<file path="config.mk">
export PLATFORM = sky130hd
export DESIGN_NAME = prev_ram_ctrl
export DESIGN_NICKNAME = d
export VERILOG_FILES = /design/src/rtl/prev_ram_ctrl_pkg.sv /design/src/rtl/prev_ram_ctrl_rr_arbiter.sv /design/src/rtl/prev_ram_ctrl.sv
export SDC_FILE = /design/constraint.sdc
export NUM_CORES = 1
export LEC_CHECK = 0
export CAP_MARGIN = 20
export CORE_ASPECT_RATIO = 0.75
export CORE_UTILIZATION = 27
export DETAILED_ROUTE_END_ITERATION = 8
export GPL_TIMING_DRIVEN = 0
export PLACE_DENSITY = 0.84
export SYNTH_ARGS = -nofsm -noshare
export SYNTH_HDL_FRONTEND = slang
export SYNTH_SLANG_ARGS = --single-unit
</file>
<file path="constraint.sdc">
create_clock -name clock -period 1.3 [get_ports clock]
set_clock_uncertainty 0.2 [all_clocks]
set_input_delay 0.13 -clock clock [delete_from_list [all_inputs] [get_ports clock]]
set_output_delay 0.13 -clock clock [all_outputs]
set_load 0.02 [all_outputs]
</file>
<file path="src/rtl/prev_ram_ctrl_pkg.sv">
// Purpose : shared types and defaults for the prev-pointer RAM controller.
// Latency : n/a (declarations only).
// Backpr. : n/a.
package prev_ram_ctrl_pkg;

    // Controller phase: sweep-initialise the RAM, then serve requesters.
    typedef enum logic {
        ST_INIT = 1'b0,
        ST_RUN  = 1'b1
    } state_t;

    localparam int DEF_DEPTH = 8;
    localparam int DEF_AW    = 3;
    localparam int DEF_DW    = 3;
    localparam int DEF_NREQ  = 2;

    // Values loaded into the table by the init sweep.
    localparam int INIT_ZERO     = 0;   // every entry = 0
    localparam int INIT_IDENTITY = 1;   // entry k = k

endpackage

</file>
<file path="src/rtl/prev_ram_ctrl_rr_arbiter.sv">
// Purpose : N-way round-robin arbiter, one-hot grant, pointer moves on grant only.
// Latency : grant is combinational from req/en; pointer updates at the grant edge.
// Backpr. : a requester not granted simply keeps requesting; en=0 forces no grant.
//
// Ports: clock/reset (sync, active-high), en (arbitration allowed),
//        req (request vector), grant (one-hot or zero).
module rr_arbiter
    import prev_ram_ctrl_pkg::*;
#(
    parameter int N = DEF_NREQ
) (
    input  logic         clock,
    input  logic         reset,
    input  logic         en,
    input  logic [N-1:0] req,
    output logic [N-1:0] grant
);

    localparam int PW = (N > 1) ? $clog2(N) : 1;

    logic [PW-1:0] last;    // index of the most recent grant
    logic [PW-1:0] gidx;    // index granted this cycle (valid when |grant)
    logic [PW-1:0] cand;

    // Scan starts one past the last winner and wraps, so the last winner is
    // considered only after everyone else.
    always_comb begin
        grant = '0;
        gidx  = last;
        cand  = '0;
        for (int i = 1; i <= N; i++) begin
            cand = PW'((int'(last) + i) % N);
            if (en && req[cand] && (grant == '0)) begin
                grant[cand] = 1'b1;
                gidx        = cand;
            end
        end
    end

    always_ff @(posedge clock) begin
        if (reset) begin
            last <= '0;
        end else if (|grant) begin
            last <= gidx;
        end
    end

endmodule

</file>
<file path="src/rtl/prev_ram_ctrl.sv">
// Purpose : init sweep + round-robin access to the 1R1W "prev" pointer RAM macro.
// Latency : write lands at the grant edge; read response pulses 1 cycle after grant.
// Backpr. : ready is withheld during init and from losers; responses cannot be stalled.
//
// Ports: clock, reset (sync, active-high); per-requester rd_valid/rd_addr/rd_ready,
//        rsp_valid + shared rsp_data; wr_valid/wr_addr/wr_data/wr_ready; init_done;
//        mem_w_* / mem_r_* / mem_r_data to the RAM macro W0/R0 ports.
module prev_ram_ctrl
    import prev_ram_ctrl_pkg::*;
#(
    parameter int DEPTH     = DEF_DEPTH,
    parameter int AW        = DEF_AW,
    parameter int DW        = DEF_DW,
    parameter int NREQ      = DEF_NREQ,
    parameter int INIT_MODE = INIT_IDENTITY
) (
    input  logic              clock,
    input  logic              reset,
    input  logic [NREQ-1:0]   rd_valid,
    input  logic [NREQ*AW-1:0] rd_addr,
    output logic [NREQ-1:0]   rd_ready,
    output logic [NREQ-1:0]   rsp_valid,
    output logic [DW-1:0]     rsp_data,
    input  logic [NREQ-1:0]   wr_valid,
    input  logic [NREQ*AW-1:0] wr_addr,
    input  logic [NREQ*DW-1:0] wr_data,
    output logic [NREQ-1:0]   wr_ready,
    output logic              init_done,
    output logic              mem_w_en,
    output logic [AW-1:0]     mem_w_addr,
    output logic [DW-1:0]     mem_w_data,
    output logic              mem_r_en,
    output logic [AW-1:0]     mem_r_addr,
    input  logic [DW-1:0]     mem_r_data
);

    state_t          state;
    logic [AW-1:0]   cnt;
    logic [NREQ-1:0] rsp_q;
    logic            run;

    // Gating with reset keeps every strobe quiet in the reset cycle itself,
    // even when reset lands while the controller is in RUN.
    assign run = (state == ST_RUN) && !reset;

    always_ff @(posedge clock) begin
        if (reset) begin
            state <= ST_INIT;
            cnt   <= '0;
            rsp_q <= '0;
        end else begin
            rsp_q <= rd_ready;
            if (state == ST_INIT) begin
                cnt <= cnt + 1'b1;
                if (cnt == AW'(DEPTH - 1)) begin
                    state <= ST_RUN;
                end
            end
        end
    end

    rr_arbiter #(.N(NREQ)) u_rd_arb (
        .clock (clock),
        .reset (reset),
        .en    (run),
        .req   (rd_valid),
        .grant (rd_ready)
    );

    rr_arbiter #(.N(NREQ)) u_wr_arb (
        .clock (clock),
        .reset (reset),
        .en    (run),
        .req   (wr_valid),
        .grant (wr_ready)
    );

    always_comb begin
        mem_w_en   = 1'b0;
        mem_w_addr = '0;
        mem_w_data = '0;
        mem_r_en   = 1'b0;
        mem_r_addr = '0;
        if (!reset && (state == ST_INIT)) begin
            mem_w_en   = 1'b1;
            mem_w_addr = cnt;
            mem_w_data = (INIT_MODE == INIT_IDENTITY) ? DW'(cnt) : '0;
        end else begin
            for (int i = 0; i < NREQ; i++) begin
                if (wr_ready[i]) begin
                    mem_w_en   = 1'b1;
                    mem_w_addr = wr_addr[i*AW +: AW];
                    mem_w_data = wr_data[i*DW +: DW];
                end
            end
        end
        for (int i = 0; i < NREQ; i++) begin
            if (rd_ready[i]) begin
                mem_r_en   = 1'b1;
                mem_r_addr = rd_addr[i*AW +: AW];
            end
        end
    end

    // The macro holds R0_data until the next read, so it is only sampled in
    // the response cycle; outside it the bus is forced to zero. Reset drops
    // a response that is already in flight.
    assign rsp_valid = reset ? '0 : rsp_q;
    assign rsp_data  = (|rsp_valid) ? mem_r_data : '0;
    assign init_done = run;

endmodule

</file>
==> metrics, run 1 <==
final setup fails=18; H-Tree Depth=1; final wirelength=2.14 mm; Final min period=1.70 ns; Synth area leaders=dfxtp_1, a221o_1, nor2_1; CP Capture Point=mem_w_data[1]; synthesized flop and latch total=8; DP Worst Slack=-1.03 ns; initial antenna violation count=0; Overflow after GRT=0; Critical Path AT=1.37 ns; Mapped Area=546 um2; first-pass GRT wire length=2.84 mm; failing checks=setup timing; RSZ-0062 raised after global routing=true; finished layout cell area=1300 um2; Max clock buf depth=2; Seq pwr share=0.385; Routability Congestion=0.682; Slew @ Worst Pin=0.353 ns; Syn Area/Cell=8.14 um2; Hold WC Path Type=input pin to flip-flop; P_sw=0.000189 W; root buffer cell=clkbuf_4; IO Port Bufs=47; syn nets=96; Crit Reg-Reg Startpoint=state; CTS hold repair buffers=0; Crit. Startpoint=state; Gate power share=0.336; clock slew at reported path FFs=0.05 ns; DP Area=1070 um2; Synth area leader=dfxtp_1; Synth Warn #=0; top cell type's share of synthesized area=0.294; element type at the critical path start=flip-flop; core area=1820 um2; ant diodes=0; Sw Ratio=0.273; Routed Antenna Nets=0; pins over their slew limit=0; initial DRC count=10; Async SR Flop Fraction=0; FF-to-FF End=u_wr_arb.last; Max FO, Critical Path=7; period utilization=1.31; register area share after synthesis=0.294; Max VDD drop=0.322 mV; critical path class=flip-flop to output port; CTS tree=built; Die Area=2210 um2; Setup WS post-layout=-0.398 ns; clock sink total=8; Distinct cells, synth=22; via/cell ratio=5.10; Wirelength per Cell=14.6 um; site row count=13; drt pass-1 iters=4; Final Hold Viols=0; Reg2Reg Depth=6; area delta synth->final=138%; slew margin rel.=0.765; maximum clock rate=589 MHz; Tot GR Track Use=0.187; leakage=0.557 nW; CP required=0.97 ns; pwr dens=532 nW/um2; R2R setup slack=0.02 ns; initial core utilization=0.299; Worst setup EP type=output port; nets@finish=156; max_cap viols=0; outcome=finished, violations left; Mapped Cells=67; routed via count=749; Power Internal=0.000502 W; share of post-route cells with drive strength above 1=0.552; DP HPWL=1.30 mm; Post-route DRC=0; clock group share of total power=0.279; Die Wd=53.9 um; most frequent cells after synthesis=nor2_1, and2_1, dfxtp_1, a221o_1, and3_1; IO Count=48; number of global-route vias before repair=710; die height=40.9 um; CTS buffer count=3; number of synthesized flops with an enable pin=0; most frequent cell after synthesis=nor2_1; Top FF cell, synth=dfxtp_1; clock latency on the worst-skew pair=0.25 ns; largest net degree at the start of global routing=11
flip-flops by register name (all words and copies together), names as in the netlist:
register and flops:
cnt 3, rsp_q 2, state 1, u_rd_arb.last 1, u_wr_arb.last 1
layout by cell type (no fill, tap or decap):
cell | synthesis | routed
clkdlybuf4s50_1 | 0 | 21
buf_6 | 1 | 18
buf_4 | 0 | 10
nor2_1 | 15 | 9
dfxtp_2 | 0 | 7
a221o_1 | 6 | 6
and2_4 | 0 | 6
dlygate4sd2_1 | 0 | 6
nor2_4 | 0 | 5
clkbuf_4 | 0 | 4
nand2b_4 | 1 | 3
and3_4 | 0 | 3
nand2_1 | 2 | 2
and2_1 | 8 | 2
a32oi_2 | 0 | 2
nor2b_1 | 2 | 2
a21oi_2 | 0 | 2
mux2i_1 | 2 | 2
buf_8 | 0 | 2
inv_6 | 0 | 1
nor2_2 | 0 | 1
a21boi_2 | 0 | 1
a32oi_1 | 3 | 1
inv_1 | 1 | 1
a2bb2oi_1 | 1 | 1
and3_1 | 4 | 1
xor2_1 | 1 | 1
a311oi_2 | 0 | 1
ha_4 | 0 | 1
ha_2 | 0 | 1
dfxtp_1 | 8 | 1
buf_2 | 2 | 1
cell type report:
type	instances	area [um2]
Timing Repair Buffer	57	564
Fill cell	139	522
Multi-Input combinational cell	53	485
Sequential cell	8	169
Tap cell	22	27.5
Clock buffer	3	22.5
Buffer	2	18.8
Inverter	2	12.5
power groups by stage:
| stage | sequential (W) | combinational [W] | clock (W) |
|---|---|---|---|
| 2_1_floorplan | 0.000266 | 0.0000707 | 0 |
| 3_3_place_gp | 0.000267 | 0.000186 | 0 |
| 3_5_place_dp | 0.000268 | 0.000189 | 0 |
| 4_1_cts | 0.000263 | 0.000206 | 0.000203 |
| 5_1_grt | 0.000267 | 0.000250 | 0.000211 |
| 6_report | 0.000266 | 0.000232 | 0.000193 |
routing by layer:
layer	part of all wire	wire (um)	GRT usage
met2	0.50	1070	0.389
met3	0.11	244	0.0593
met4	0.0093	20	0.0592
met5	0	0	0
met1	0.38	803	0.176
worst min path at each step:
stage / startpoint / to / slack, ns / cells past startpoint
floorplan: rd_valid[0] / u_rd_arb.last / 0.05 / 1
global placement: u_rd_arb.last / u_rd_arb.last / 0.28 / 1
detailed placement: u_rd_arb.last / u_rd_arb.last / 0.28 / 1
CTS: wr_valid[0] / u_wr_arb.last / 0.18 / 4
global route: wr_valid[0] / u_wr_arb.last / 0.25 / 4
finish: wr_valid[0] / u_wr_arb.last / 0.19 / 4
logic make-up after synthesis:
family | synth area share
buffers and inverters | 0.0596
adder cells (fa/ha/maj) | 0.0459
flip-flops | 0.294
multiplexers | 0.0367
AO/OA/AOI/OAI | 0.223
AND/OR/NAND/NOR | 0.326
XOR/XNOR | 0.0161
critical path, stage by stage, from the launching register on:
cell,delay (ns)
dfxtp_2,0.34
nand2b_4,0.09
inv_6,0.04
and3_4,0.17
a221o_1,0.34
buf_6,0.14
timing repair:
action,4_1_cts,5_1_grt
resized for setup,134,31
setup endpoints to repair,23,21
setup buffers,7,4
pin swaps,12,10
per-stage QoR:
stage	hold WS, ns	total power, W	std cells	setup TNS, ns	util
final	0.189	0.000692	147	-4.17	0.714
after global placement	0.277	0.000453	136	-18.51	0.585
after CTS	0.180	0.000672	144	-4.32	0.635
after global routing	0.251	0.000728	147	-5.08	0.714
after floorplan	0.0497	0.000337	67	-1.04	-
after detailed placement	0.278	0.000457	136	-18.69	0.585
No activity file was read; power rests on OpenSTA's default activity.
==> inputs of run 2 (changes only) <==
clock period = 1.51 ns   (was 1.3 ns; I/O delays follow)
==> run 2 against run 1 <==
  * The flow still finishes with violations (setup timing)
  * Count of clock-buffer cells in the layout is the same
  * Worst setup slack gained 0.17 ns
  * Utilization shrank 5.7 points
  * Global-route usage grew 0.16 points
  * Cell count shrank 0.68%
  * Via count shrank 3.5%
  * Largest power group unchanged
==> metrics, run 2 (synthesized netlist as in run 1, its figures left out) <==
CTS hold repair buffers=0; core area=1820 um2; Tot GR Track Use=0.188; initial DRC count=8; Slew @ Worst Pin=0.237 ns; Routed Antenna Nets=0; Final Hold Viols=0; clock latency on the worst-skew pair=0.25 ns; Routability Congestion=0.679; IO Port Bufs=47; nets@finish=155; met2 usage=0.299; Crit. Startpoint=state; maximum clock rate=576 MHz; clock slew at reported path FFs=0.05 ns; Biggest register=cnt; most common cell after layout, fill and taps aside=clkdlybuf4s50_1; site row count=13; leakage=0.550 nW; number of flip-flops in the largest register=3; drt pass-1 iters=3; IO Count=48; Max VDD drop=0.453 mV; area delta synth->final=119%; clock sink total=8; DP Worst Slack=-0.921 ns; Wirelength per Cell=14.7 um; Tot Pwr=0.000576 W; Die Wd=53.9 um; Overflow after GRT=0; H-Tree Depth=1; WHS=0.0966 ns; Critical Path AT=1.38 ns; final setup fails=10; RSZ-0062 raised after global routing=true; busiest grt layer=met2; Crit Reg-Reg Startpoint=cnt[0]; first-pass GRT wire length=2.78 mm; element type at the critical path start=flip-flop; number of global-route vias before repair=611; root buffer cell=clkbuf_4; CP required=1.16 ns; Worst setup EP type=output port; most used cells in the layout excluding fill and tap cells=clkdlybuf4s50_1, buf_6, nor2_1; met3 usage=0.0778; initial core utilization=0.299; met1 capacity usage during global routing=0.232; DP HPWL=1.44 mm; ant diodes=0; max_cap viols=0; pwr dens=482 nW/um2; largest net degree at the start of global routing=11; CTS tree=built; critical path class=flip-flop to output port; initial antenna violation count=0; CTS buffer count=3; Post-route DRC=0; Die Area=2210 um2; hold_sp=rd_valid[0]; outcome=finished, violations left; Layout Utilization=0.657; Hold WC Path Type=input pin to flip-flop; pins over their slew limit=0; fill count=148; Final min period=1.73 ns; Max clock buf depth=2; period utilization=1.15; share of post-route cells with drive strength above 1=0.403; failing checks=setup timing; final wirelength=2.15 mm; Setup WS post-layout=-0.225 ns; via/cell ratio=4.95; die height=40.9 um; routed via count=723; slew margin rel.=0.842; Largest regs=cnt (3), rsp_q (2); Max FO, Critical Path=7
## run 2: cell count changes in the layout (fill, tap and decap cells not counted), sizes merged
| cell | previous run | this run |
|---|---|---|
| dlygate4sd2 | 6 | 7 |
| buf | 31 | 28 |
| clkbuf | 4 | 5 |
## run 2: worst paths after layout
check,slack [ns],depth (start not counted),endpoint
max,-0.22,5,mem_w_data[0]
min,0.1,2,u_rd_arb.last
max reg2reg,0.23,4,cnt[2]
min reg2reg,0.31,2,u_wr_arb.last
## run 2: metal layers
layer,vias to the layer above,share of wire
li1,357,-
met1,344,0.43
met2,20,0.51
met3,2,0.046
met4,0,0.0065
met5,-,0
## run 2: through the flow
stage / instances / TNS (ns) / cell area, um2
floorplan: 67 / 0 / 554
global placement: 136 / -14.05 / 1050
detailed placement: 136 / -14.85 / 1050
CTS: 144 / -1.63 / 1130
global route: 146 / -2.20 / 1200
finish: 146 / -1.62 / 1200
## run 2: layout make-up
| type | instances | area [um2] | share of cell area |
|---|---|---|---|
| inverter | 2 | 12.5 | 0.0105 |
| buffer | 2 | 18.8 | 0.0157 |
| sequential | 8 | 169 | 0.141 |
| clock buffer | 3 | 22.5 | 0.0188 |
| timing repair buffer | 56 | 526 | 0.439 |
| multi-input combinational | 53 | 420 | 0.351 |
| tap | 22 | 27.5 | 0.0230 |
## run 2: what timing repair did
action / 4_1_cts / 5_1_grt
pin swaps: 5 / 7
gates resized for setup: 107 / 28
setup endpoints to repair: 21 / 18
setup buffers: 7 / 2
## run 2: critical path, cell delays in order, from the launching register on
cell and delay, ns:
dfxtp_4 0.35, nand2b_4 0.09, inv_6 0.04, and3_4 0.18, a221o_1 0.33, buf_6 0.14
## run 2: report_power, final
| part | internal, W | leakage (nW) | switching (W) |
|---|---|---|---|
| logic | 0.000120 | 0.468 | 0.0000760 |
| registers | 0.000217 | 0.0672 | 0.00000605 |
| clock network | 0.0000905 | 0.0138 | 0.0000668 |
